==> src/rtl/gt_trigger_gen_pkg.sv <==
// Shared definitions for the global-time trigger generator and related time-window logic.
package gt_trigger_gen_pkg;

    localparam int GT_W = 22;
    localparam int PH_W = 3;
    localparam logic [GT_W-1:0] HALF_RANGE = {1'b1, {(GT_W-1){1'b0}}};

    typedef enum logic [1:0] {
        ST_IDLE  = 2'd0,
        ST_ARMED = 2'd1,
        ST_FIRE  = 2'd2
    } state_t;

endpackage

==> src/rtl/gt_reached.sv <==
// Modular comparison of a free-running global-time counter against a target value.
module gt_reached
    import gt_trigger_gen_pkg::*;
(
    input  logic [GT_W-1:0] now,
    input  logic [GT_W-1:0] tgt,
    output logic            reached,
    output logic            late
);

    logic [GT_W-1:0] d_ahead;
    logic [GT_W-1:0] d_behind;

    // Half-range windows make both tests robust to wrap and to counter jumps.
    always_comb begin
        d_ahead  = tgt - now;
        d_behind = now - tgt;
        reached  = d_behind < HALF_RANGE;
        late     = (d_ahead == '0) || (d_ahead >= HALF_RANGE);
    end

endmodule

==> src/rtl/gt_trigger_gen.sv <==
// Turns an armed global-time target into a fixed-width trigger pulse, with optional periodic re-arm.
module gt_trigger_gen
    import gt_trigger_gen_pkg::*;
#(
    parameter int PULSE_LEN = 4,
    parameter int CNT_W     = 16
) (
    input  logic              clk,
    input  logic              reset,
    input  logic [GT_W-1:0]   gtin,
    input  logic [GT_W+2:0]   target,
    input  logic [GT_W-1:0]   period,
    input  logic              arm,
    input  logic              cancel,
    output logic              trig,
    output logic [PH_W-1:0]   trig_phase,
    output logic              busy,
    output logic              done,
    output logic              late,
    output logic [CNT_W-1:0]  fire_count
);

    localparam int PC_W = (PULSE_LEN > 1) ? $clog2(PULSE_LEN) : 1;
    localparam logic [PC_W-1:0] PC_LAST = PC_W'(PULSE_LEN - 1);

    state_t            state_q, state_d;
    logic [GT_W-1:0]   tcnt_q, tcnt_d;
    logic [GT_W-1:0]   period_q, period_d;
    logic [PH_W-1:0]   phase_q, phase_d;
    logic [PC_W-1:0]   pcnt_q, pcnt_d;
    logic              trig_q, trig_d;
    logic [PH_W-1:0]   trig_phase_q, trig_phase_d;
    logic              busy_q, busy_d;
    logic              done_q, done_d;
    logic              late_q, late_d;
    logic [CNT_W-1:0]  fc_q, fc_d;

    logic [GT_W-1:0]   cmp_tgt;
    logic              cmp_reached;
    logic              cmp_late;

    // One comparator serves all states: new request, held target, or next periodic target.
    always_comb begin
        cmp_tgt = tcnt_q;
        case (state_q)
            ST_IDLE: cmp_tgt = target[GT_W+2:3];
            ST_FIRE: cmp_tgt = tcnt_q + period_q;
            default: cmp_tgt = tcnt_q;
        endcase
    end

    gt_reached u_cmp (
        .now     (gtin),
        .tgt     (cmp_tgt),
        .reached (cmp_reached),
        .late    (cmp_late)
    );

    always_comb begin
        state_d  = state_q;
        tcnt_d   = tcnt_q;
        period_d = period_q;
        phase_d  = phase_q;
        pcnt_d   = pcnt_q;
        trig_d   = 1'b0;
        done_d   = 1'b0;
        late_d   = late_q;
        fc_d     = fc_q;

        if (cancel) begin
            state_d = ST_IDLE;
        end else begin
            case (state_q)
                ST_IDLE: begin
                    if (arm) begin
                        tcnt_d   = target[GT_W+2:3];
                        phase_d  = target[2:0];
                        period_d = period;
                        late_d   = 1'b0;
                        fc_d     = '0;
                        if (cmp_late) begin
                            late_d = 1'b1;
                            done_d = 1'b1;
                        end else begin
                            state_d = ST_ARMED;
                        end
                    end
                end
                ST_ARMED: begin
                    if (cmp_reached) begin
                        state_d = ST_FIRE;
                        trig_d  = 1'b1;
                        pcnt_d  = '0;
                        if (fc_q != '1) fc_d = fc_q + 1'b1;
                    end
                end
                ST_FIRE: begin
                    if (pcnt_q == PC_LAST) begin
                        if (period_q == '0) begin
                            done_d  = 1'b1;
                            state_d = ST_IDLE;
                        end else begin
                            tcnt_d = cmp_tgt;
                            if (cmp_late) begin
                                late_d  = 1'b1;
                                done_d  = 1'b1;
                                state_d = ST_IDLE;
                            end else begin
                                state_d = ST_ARMED;
                            end
                        end
                    end else begin
                        pcnt_d = pcnt_q + 1'b1;
                        trig_d = 1'b1;
                    end
                end
                default: state_d = ST_IDLE;
            endcase
        end

        trig_phase_d = trig_d ? phase_q : '0;
        busy_d       = (state_d != ST_IDLE);
    end

    always_ff @(posedge clk) begin
        if (reset) begin
            state_q      <= ST_IDLE;
            tcnt_q       <= '0;
            period_q     <= '0;
            phase_q      <= '0;
            pcnt_q       <= '0;
            trig_q       <= 1'b0;
            trig_phase_q <= '0;
            busy_q       <= 1'b0;
            done_q       <= 1'b0;
            late_q       <= 1'b0;
            fc_q         <= '0;
        end else begin
            state_q      <= state_d;
            tcnt_q       <= tcnt_d;
            period_q     <= period_d;
            phase_q      <= phase_d;
            pcnt_q       <= pcnt_d;
            trig_q       <= trig_d;
            trig_phase_q <= trig_phase_d;
            busy_q       <= busy_d;
            done_q       <= done_d;
            late_q       <= late_d;
            fc_q         <= fc_d;
        end
    end

    assign trig       = trig_q;
    assign trig_phase = trig_phase_q;
    assign busy       = busy_q;
    assign done       = done_q;
    assign late       = late_q;
    assign fire_count = fc_q;

endmodule
==> config.mk <==
export PLATFORM = sky130hd
export DESIGN_NAME = gt_trigger_gen
export DESIGN_NICKNAME = d
export VERILOG_FILES = /design/src/rtl/gt_trigger_gen_pkg.sv /design/src/rtl/gt_reached.sv /design/src/rtl/gt_trigger_gen.sv
export SDC_FILE = /design/constraint.sdc
export NUM_CORES = 1
export LEC_CHECK = 0
export ABC_AREA = 1
export CAP_MARGIN = 10
export CORE_MARGIN = 3
export CORE_UTILIZATION = 57
export CTS_BUF_LIST = sky130_fd_sc_hd__clkbuf_8 sky130_fd_sc_hd__clkbuf_16
export DETAILED_ROUTE_END_ITERATION = 7
export PLACE_DENSITY = 0.92
export SLEW_MARGIN = 20
export SYNTH_ARGS = -nofsm -noshare
export SYNTH_HDL_FRONTEND = slang
export SYNTH_HIERARCHICAL = 1
export SYNTH_SLANG_ARGS = --single-unit
export TNS_END_PERCENT = 30
==> constraint.sdc <==
create_clock -name clk -period 4.95 [get_ports clk]
set_input_delay 1.2375 -clock clk [delete_from_list [all_inputs] [get_ports clk]]
set_output_delay 1.2375 -clock clk [all_outputs]
set_load 0.1 [all_outputs]
==> run metrics <==
status=finished clean; combinational cell fraction of total power=between 30% and 40%; drt pass-1 iters=7; TritonCTS clock tree=yes; Worst Path Required=around 5.2 ns; Synth warnings=6; final setup vio count=0; reg2reg setup slack=approximately 0.24 ns; GR Util met1=roughly two fifths; port bufs=95; Synth Area per Inst=5.99 um2; ranking of synthesized cells by area=dfxtp_1 (20%), nand2_1 (17%), ha_1 (12%), inv_1 (10%), nor2_1 (7.4%); critical path type=reg -> reg; Num CTS Buffers=9; clock network power share=30.5%; number of enable flip-flop cells after synthesis=0; worst slew pin tran=0.978 ns; final hold vios=0; type of origin of the critical path=register; Hold Path Origin=phase_q[0]$_SDFFE_PP0P_; wire length per cell=14.3 um; Vias/cell=~5.5; Reg clk slew, reported paths=around 0.060 ns; Leak Pwr=between 0.004 and 0.005 uW; sequential fraction of the synthesis area=19.8%; routing usage on met3=5.19%; M2 GR Usage=50.1%; worst r2r dst=fire_count[7]$_SDFFE_PP0P_; CTS sink cnt=74; Residual DRC=0; synthesized cell area=approximately 0.0075 mm2; die width=120 um; share of cells above drive strength 1=7.84%; Synth top area share=19.8%; Cell Count, Final, Fillers Out=between 1.5k and 2k; post-synthesis sequential element count=74; fin crit period=4.71 ns; Most Used Layer, Global Route=met2; CP Capture Type=register; FMAX=212 MHz; largest net degree at the start of global routing=60; CP peak stage delay=about 0.38 ns; FF-to-FF Start=tcnt_q[0]$_SDFFE_PP0P_; most common cell after layout, fill and taps aside=nand2_1; hold crit path type=reg -> reg; commonest cells after routing, fill and taps aside=nand2_1 (345), inv_1 (201), nor2_1 (143), a21oi_1 (95), clkdlybuf4s50_1 (95); Slew HR=34.6%; Total Power=around 2200 uW; initial antenna violation count=0; Mapped Nets=around 1.4k; Synth cell types=48; max-slew violations=0; worst path buffer plus inverter count=5; sw frac=between 30% and 40%; starting density of the core=around three fifths; first-pass GRT wire length=35700 um; CTS max path bufs=2; Synth area leader=dfxtp_1; clk_lat worst skew=about 0.35 ns; vias in the first global route=around 7.7k; # diodes=0; Post-Route WL=~22000 um; most frequent CP cell=nand2_1; H-tree depth=3; critical path's slowest cell=dfxtp_1; clock skew=~0.0092 ns; Sequential Power Share=30.7%; VDD IR max=roughly 0.23 mV; Post-layout nets=1478; Top FF cell, synth=dfxtp_1; Ports=96; Total GRT Usage=between 20 and 30%; Cell Int Power=~1300 uW; Post-synth ARST share=0%; vias=slightly above 8k; crit path max fanout=14; Core ar.=~0.013 mm2; synth-to-layout area growth=19.3%; Post-DP HPWL=17100 um; Max-cap violations=0; Net Sw Power=846 uW; worst-case reg-to-reg path depth=30; critical path's top delay family=simple AND/OR/NAND/NOR gates; Hold Path End=trig_phase[0]$_SDFF_PP0_; gr ovfl total=0; Detail Route Antenna Nets=0; dpl cells=1495; hold path depth=2; Cells after Synth=1248; Tcrit/Tclk final=between 90% and 100%; Routability Congestion=roughly 0.97; Die Span Y=120 um; CTS Root Buffer Type=clkbuf_16; area of the die=0.0145 mm2; Pwr Density=244 mW/mm2; arrival time at the worst endpoint=between 4 and 5 ns; row cnt=41; detailed router's first-iteration violation count=658
-- worst max path at each step --
stage | from | to | slack (ns) | depth (start not counted)
2_1_floorplan | tcnt_q[0]$_SDFFE_PP0P_ | fire_count[7]$_SDFFE_PP0P_ | 1.01 | 32
3_3_place_gp | target[20] | fire_count[7]$_SDFFE_PP0P_ | 0.21 | 22
3_5_place_dp | target[20] | fire_count[7]$_SDFFE_PP0P_ | 0.09 | 22
4_1_cts | tcnt_q[0]$_SDFFE_PP0P_ | fire_count[7]$_SDFFE_PP0P_ | 0.16 | 30
5_1_grt | period_q[0]$_SDFFE_PP0P_ | fire_count[5]$_SDFFE_PP0P_ | -0.01 | 29
6_report | tcnt_q[0]$_SDFFE_PP0P_ | fire_count[7]$_SDFFE_PP0P_ | 0.24 | 30
-- Yosys cell counts, types with 4 or more instances --
cell type  number
dfxtp_1        74
nand2_4         4
nor3_1         12
clkbuf_1       17
nand3_2         7
a21oi_1        97
nor2_1        147
nand3b_1       11
o21ai_0        62
o21ai_1        18
nand2_2        13
nand2_1       345
inv_2           8
buf_6           8
ha_1           69
a22oi_1        20
xor2_1         10
nor2_4          6
inv_1         200
nand4_1        14
nor2_2          6
nand3_1        53
-- layout make-up --
type	instances	area [um2]
Timing Repair Buffer	106	1050
Clock buffer	9	225
Clock inverter	7	68.8
Tap cell	172	215
Sequential cell	74	1480
Multi-Input combinational cell	934	5080
Inverter	210	793
Fill cell	1111	3810
-- worst register-to-register path: cells and delay by family (launching register included) --
kind	cells	cell delay, ns
buffers and inverters	5	0.43
AO/OA/AOI/OAI	6	0.97
flip-flops	1	0.38
AND/OR/NAND/NOR	15	1.66
XOR/XNOR	1	0.21
adder cells (fa/ha/maj)	3	0.96
-- per-layer routing --
metal / wire (um) / vias up
met3: 1630 / 50
met4: 485 / 0
met2: 10100 / 360
met5: 0 / -
met1: 9520 / 3728
li1: - / 4138
-- flip-flops by register name, indices dropped and copies added (netlist names) --
register and cells:
busy 1, period_q 22, late 1, trig 1, pcnt_q 2, done 1
state_q 2, fire_count 16, phase_q 3, trig_phase 3, tcnt_q 22
-- power by group through the flow --
stage / clock network (uW) / registers, uW / logic, uW
3_5_place_dp: 0 / 680 / 809
4_1_cts: 668 / 668 / 815
2_1_floorplan: 0 / 696 / 566
3_3_place_gp: 0 / 680 / 789
6_report: 664 / 669 / 845
5_1_grt: 686 / 671 / 941
-- logic make-up after synthesis --
| kind of cell | after synthesis | synth area share (%) |
|---|---|---|
| buf+inv | 240 | 13.0 |
| xor+xnor | 12 | 1.41 |
| flops | 74 | 19.8 |
| fa+ha+maj | 70 | 11.8 |
| mux | 1 | 0.134 |
| compound gates | 215 | 16.1 |
| simple gates | 636 | 37.7 |
-- stage by stage --
stage | instance area [um2] | hold slack, ns | setup WS, ns | utilization, % | TNS (ns)
final | 8910 | 0.431 | 0.237 | 70.0 | 0
after CTS | 8840 | 0.436 | 0.161 | 69.5 | 0
after floorplan | 7470 | 0.416 | 1.01 | - | 0
after global routing | 8910 | 0.463 | -0.0109 | 70.0 | -0.0165
after global placement | 8550 | 0.426 | 0.209 | 67.2 | 0
after detailed placement | 8550 | 0.432 | 0.0887 | 67.2 | 0
-- what timing repair did --
| action | 4_1_cts | 5_1_grt |
|---|---|---|
| hold endpoints to repair | 0 | 0 |
| gates resized for setup | 0 | 19 |
| buffers inserted | 0 | 1 |
| setup endpoints to repair | 0 | 19 |
| hold buffers | 0 | 0 |
Note: power is estimated with default switching activity, not from simulation.
